<file path="src/rtl/transmission_status_tracker.sv">
// Run-state tracker for the streaming data generator.
// Packs state and statistics into the 11-word status bus.
module transmission_status_tracker #(
    parameter int          NUM_STATUS_REGS = 11,
    parameter logic [31:0] VERSION         = 32'h0001_0000
) (
    input  logic                           clk,
    input  logic                           rst,
    input  logic                           ctrl_enable,
    input  logic                           ctrl_clear_counters,
    input  logic [31:0]                    loop_limit,
    input  logic                           frame_done,
    input  logic                           fifo_write,
    input  logic                           fifo_full,
    output logic [32*NUM_STATUS_REGS-1:0]  status_regs_pl,
    output logic                           transmission_active,
    output logic                           loop_limit_reached
);

    typedef enum logic [1:0] {
        IDLE    = 2'd0,
        RUNNING = 2'd1,
        DONE    = 2'd2
    } state_t;

    state_t      state;
    state_t      state_next;
    logic        start;
    logic        running;
    logic        overflow;
    logic [31:0] frame_next;

    logic [31:0] latched_limit;
    logic [31:0] frame_count;
    logic [31:0] overflow_count;
    logic        overflow_sticky;
    logic [63:0] run_cycles;
    logic [31:0] start_count;

    // Next-state decode; stop requests take priority over the limit check.
    always_comb begin
        state_next = state;
        start      = 1'b0;
        running    = 1'b0;
        frame_next = frame_count + 32'd1;
        unique case (state)
            IDLE: begin
                if (ctrl_enable) begin
                    state_next = RUNNING;
                    start      = 1'b1;
                end
            end
            RUNNING: begin
                running = 1'b1;
                if (!ctrl_enable) begin
                    state_next = IDLE;
                end else if (frame_done && latched_limit != 32'd0
                             && frame_next == latched_limit) begin
                    state_next = DONE;
                end
            end
            DONE: begin
                if (!ctrl_enable) begin
                    state_next = IDLE;
                end
            end
            default: state_next = IDLE;
        endcase
        overflow = running & fifo_write & fifo_full;
    end

    // State register and registered status flags.
    always_ff @(posedge clk or posedge rst) begin
        if (rst) begin
            state               <= IDLE;
            transmission_active <= 1'b0;
            loop_limit_reached  <= 1'b0;
        end else begin
            state               <= state_next;
            transmission_active <= (state_next == RUNNING);
            loop_limit_reached  <= (state_next == DONE);
        end
    end

    // Limit latch; only captured when a run starts.
    always_ff @(posedge clk or posedge rst) begin
        if (rst) begin
            latched_limit <= 32'd0;
        end else if (start) begin
            latched_limit <= loop_limit;
        end
    end

    // Statistics counters; a clear beats every increment in the same cycle.
    always_ff @(posedge clk or posedge rst) begin
        if (rst) begin
            frame_count     <= 32'd0;
            overflow_count  <= 32'd0;
            overflow_sticky <= 1'b0;
            run_cycles      <= 64'd0;
            start_count     <= 32'd0;
        end else if (ctrl_clear_counters) begin
            frame_count     <= 32'd0;
            overflow_count  <= 32'd0;
            overflow_sticky <= 1'b0;
            run_cycles      <= 64'd0;
            start_count     <= 32'd0;
        end else begin
            if (start) begin
                frame_count <= 32'd0;
                run_cycles  <= 64'd0;
                start_count <= start_count + 32'd1;
            end else if (running) begin
                run_cycles <= run_cycles + 64'd1;
                if (frame_done) begin
                    frame_count <= frame_next;
                end
            end
            if (overflow) begin
                overflow_sticky <= 1'b1;
                if (overflow_count != 32'hFFFF_FFFF) begin
                    overflow_count <= overflow_count + 32'd1;
                end
            end
        end
    end

    // Word packing straight from registers, so latency stays one edge.
    always_comb begin
        status_regs_pl          = '0;
        status_regs_pl[31:0]    = {27'd0, state, overflow_sticky,
                                   transmission_active, loop_limit_reached};
        status_regs_pl[63:32]   = frame_count;
        status_regs_pl[95:64]   = latched_limit;
        status_regs_pl[127:96]  = overflow_count;
        status_regs_pl[159:128] = run_cycles[31:0];
        status_regs_pl[191:160] = run_cycles[63:32];
        status_regs_pl[223:192] = start_count;
        status_regs_pl[255:224] = VERSION;
    end

endmodule

</file>
<file path="config.mk">
export PLATFORM = sky130hd
export DESIGN_NAME = transmission_status_tracker
export DESIGN_NICKNAME = d
export VERILOG_FILES = /design/src/rtl/transmission_status_tracker.sv
export SDC_FILE = /design/constraint.sdc
export NUM_CORES = 1
export LEC_CHECK = 0
export CAP_MARGIN = 20
export CORE_ASPECT_RATIO = 1.75
export CORE_MARGIN = 1.5
export CORE_UTILIZATION = 50
export DETAILED_ROUTE_END_ITERATION = 16
export GPL_TIMING_DRIVEN = 0
export PLACE_DENSITY = 0.91
export SKIP_LAST_GASP = 1
export SLEW_MARGIN = 30
export SYNTH_ARGS = -nofsm -noshare
export SYNTH_HDL_FRONTEND = slang
export SYNTH_SLANG_ARGS = --single-unit
</file>
<file path="constraint.sdc">
create_clock -name clk -period 12 [get_ports clk]
set_clock_uncertainty 0.1 [all_clocks]
set_input_delay 1.2 -clock clk [delete_from_list [all_inputs] [get_ports clk]]
set_output_delay 1.2 -clock clk [all_outputs]
set_load 0.01 [all_outputs]
</file>
==> summary.md <==
| Metric | Value |
|---|---|
| Root Buffer | `clkbuf_16` |
| Slew headroom | `a little under two fifths` |
| Largest net degree at the start of global routing | `85` |
| Synth Area in XOR/XNOR | `12.94%` |
| Commonest cells post-synth | `197 x dfrtp_1, 185 x nor2_1, 158 x buf_4, 93 x xnor2_1, 87 x nand2_1` |
| Max-cap violations | `0` |
| Vias in the first global route | `10,411` |
| Largest family of logic cells by synthesized area | `simple AND/OR/NAND/NOR gates` |
| Worst path slowest cell | `nor3b_1` |
| FF+latch count, synth | `197` |
| CP Buf/Inv Count | `1` |
| Register area share after synthesis | `a little over two fifths` |
| Post-DR vias/cell | `5.322` |
| Crit Path Max Fanout | `7` |
| Hold Path Depth | `2` |
| CORE AREA | `23,240 sq um` |
| Skew-Pair Late Insertion Delay | `0.46 ns` |
| DRC Markers | `0` |
| CTS Hold Buffers Added | `0` |
| Via count | `approximately 11,000` |
| Fraction of layout cells with a size suffix above 1 | `14.30%` |
| Post-synth EDFFs | `0` |
| Worst endpoint data arrival time | `4.31 ns` |
| RSZ-0062 raised after global routing | `false` |
| Count of pins over their slew limit | `0` |
| Top FF cell, synth | `dfrtp_1` |
| Final min period | `4.092 ns` |
| Worst Hold End | `overflow_sticky` |
| Initial Utilization | `between 50% and 60%` |
| 1st-iter DRT viols | `701` |
| First-pass GRT wire length | `54,960 microns` |
| Synth Area per Inst | `9.130 sq um` |
| Cell taking the most area after synthesis | `dfrtp_1` |
| Die width | `119.0 microns` |
| FF-to-FF path depth | `9` |
| PwrDens | `96.86 nW/um^2` |
| ANT nets after route | `0` |
| Rows | `between 70 and 80` |
| Worst Setup Start Kind | `primary input` |
| Mapped Cells | `1,290` |
| Post-Synth Adder-Cell Area | `0.4249%` |
| Setup_tns | `0 ns` |
| Die ar. | `approximately 25,000 sq um` |
| Final WL | `35,360 microns` |
| Clock buffer depth | `2` |
| Share of the synthesized area in the top cell type | `41.86%` |
| Antenna violations before repair | `0` |
| Reg-to-Reg Start | `frame_count[0]` |
| P&R area growth vs syn | `33.84%` |
| Final setup vio count | `0` |
| Actual slew at the worst max-slew pin | `roughly 0.93 ns` |
| Nets | `around 1,700` |
| Synth cell types | `61` |
| CTS Buf Count | `17` |
| HPWL Detailed | `27,040 microns` |
| DR pass1 iterations | `5` |
| Worst endpoint required time | `12.22 ns` |
| Share of flip-flops with an asynchronous set or reset | `100.0%` |
| Worst-path cell chain | `clkdlybuf4s50_1 -> nor3b_1 -> nor3_2 -> nor4_4 -> nand4_2 -> nor4_1 -> xnor2_1 -> nor2_1` |
| CTS tree | `built` |
| Area contributors post-synth | `dfrtp_1 42%, buf_4 10%, xnor2_1 6.9%, xor2_1 6.0%, nor2_1 5.9%` |
| Lkg Pwr | `0.006678 uW` |
| Tcrit/Tclk final | `34.10%` |
| Post-synthesis mux area share | `under 10%` |
| Clock-pin transition on the worst setup and hold timing paths | `0.08 ns` |
| TritonCTS Sinks | `197` |
| # diodes | `0` |
| Post-CTS resize count | `0` |
| Die span in y | `206.0 microns` |
| Worst min path class | `flop to flop` |
| Final core utilization | `67.83%` |
| Mapped Area | `approximately 12,000 sq um` |
| Total track usage | `approximately 29%` |
| WHS | `0.4184 ns` |
| # IOs | `approximately 390` |
| Status | `finished clean` |
| Hold Vio Cnt, Final | `0` |
| Postcts setup bufs | `0` |
| Wire length per cell | `around 18 microns` |
| Count leader, synth | `dfrtp_1` |
| Crit Path Category | `primary input to flop` |
| Synth Area in Compound Gates | `3.931%` |
| Peak supply drop | `just under 0.08 mV` |
| Gr ovfl total | `0` |
| Setup crit end kind | `flop` |
| H-Tree Depth | `4` |
| Post-Synth Simple-Gate Area | `25.38%` |
| FMAX | `244.4 MHz` |
| Crit-path max cell delay | `0.80 ns` |
| I/O Buffers | `236` |
| Ys Warns | `0` |
| CP delay by family, top | `simple AND/OR/NAND/NOR gates` |
| Hold Crit Start | `overflow_sticky` |
| FF-to-FF setup slack | `8.60 ns` |
| Worst R2R End | `loop_limit_reached` |
| Routability cong. | `0.9293` |
==> worst max path at each step <==
| stage | start | to | slack, ns | cells after the start |
|---|---|---|---|---|
| 2_1_floorplan | rst | frame_count[0] | 5.33 | 1 |
| 3_3_place_gp | rst | latched_limit[8] | 2.74 | 2 |
| 3_5_place_dp | ctrl_enable | run_cycles[59] | 7.47 | 8 |
| 4_1_cts | ctrl_enable | run_cycles[59] | 7.95 | 8 |
| 5_1_grt | ctrl_enable | run_cycles[59] | 7.68 | 8 |
| 6_report | ctrl_enable | run_cycles[59] | 7.91 | 8 |
==> state kept, by name (all words and copies together), names as in the netlist <==
register and count:
overflow_count 32, loop_limit_reached 1, latched_limit 32, start_count 32
overflow_sticky 1, run_cycles 64, transmission_active 1, frame_count 32
state 2
==> layout by cell type, fill, tap and decap left out, drive strengths merged, types with 3 or more instances in the layout <==
| master | instances |
|---|---|
| a211oi | 3 |
| a21oi | 23 |
| a31oi | 8 |
| and2 | 8 |
| and3 | 22 |
| and4 | 14 |
| buf | 165 |
| clkbuf | 62 |
| clkdlybuf4s50 | 236 |
| clkinv | 8 |
| conb | 155 |
| dfrtp | 197 |
| ha | 4 |
| inv | 18 |
| mux2 | 30 |
| mux2i | 5 |
| nand2 | 87 |
| nand3 | 65 |
| nand3b | 4 |
| nand4 | 54 |
| nor2 | 186 |
| nor2b | 7 |
| nor3 | 38 |
| nor3b | 11 |
| nor4 | 38 |
| nor4b | 3 |
| o211ai | 3 |
| o21ai | 26 |
| or2 | 6 |
| or3 | 23 |
| or4 | 4 |
| xnor2 | 93 |
| xor2 | 81 |
==> tightest hold or removal path, delay by kind of cell (launching register included) <==
| family | cells | cell delay (ns) |
|---|---|---|
| flops | 1 | 0.35 |
| simple gates | 2 | 0.13 |
==> through the flow <==
step / setup WS, ns / instances / power [uW] / cell area, sq um
after global placement: 2.743 / 1983 / 943.8 / 15090
after detailed placement: 7.471 / 1985 / 949.7 / 15160
after floorplan: 5.331 / 1443 / 857.4 / 12350
final: 7.908 / 2017 / 1527 / 15760
after CTS: 7.954 / 2017 / 1531 / 15750
after global routing: 7.676 / 2017 / 1576 / 15760
==> area by class of cell <==
class / count / area [sq um]
Clock inverter: 15 / 166.4
Tap cell: 304 / 380.4
Timing Repair Buffer: 238 / 2417
Clock buffer: 17 / 425.4
Buffer: 208 / 1378
Fill cell: 1816 / 7477
Sequential cell: 197 / 4930
Inverter: 13 / 56.30
Multi-Input combinational cell: 1025 / 6010
==> per-layer routing <==
metal / vias to the layer above / GRT usage [%] / share of wire (%)
met5: - / 0 / 0
met4: 0 / 17.00 / 6.1
met3: 140 / 8.554 / 7.9
met2: 545 / 51.45 / 51
met1: 5108 / 29.26 / 35
li1: 4941 / - / -
==> where the power goes <==
part / total (uW) / internal (uW) / switching [uW] / leakage [uW]
Clock: 585 / 295 / 290 / 0.000289
Combinational: 227 / 113 / 114 / 0.00371
Sequential: 715 / 681 / 33.5 / 0.00268
==> logic make-up (layout without fill, tap and decap cells) <==
| logic type | Yosys count | count (layout) |
|---|---|---|
| AO/OA/AOI/OAI | 77 | 77 |
| XOR/XNOR | 174 | 174 |
| adder cells (fa/ha/maj) | 4 | 4 |
| buffers and inverters | 221 | 491 |
| flip-flops | 197 | 197 |
| multiplexers | 35 | 35 |
| other | 2 | 155 |
| AND/OR/NAND/NOR | 580 | 580 |
(Power assumes the default switching activity.)
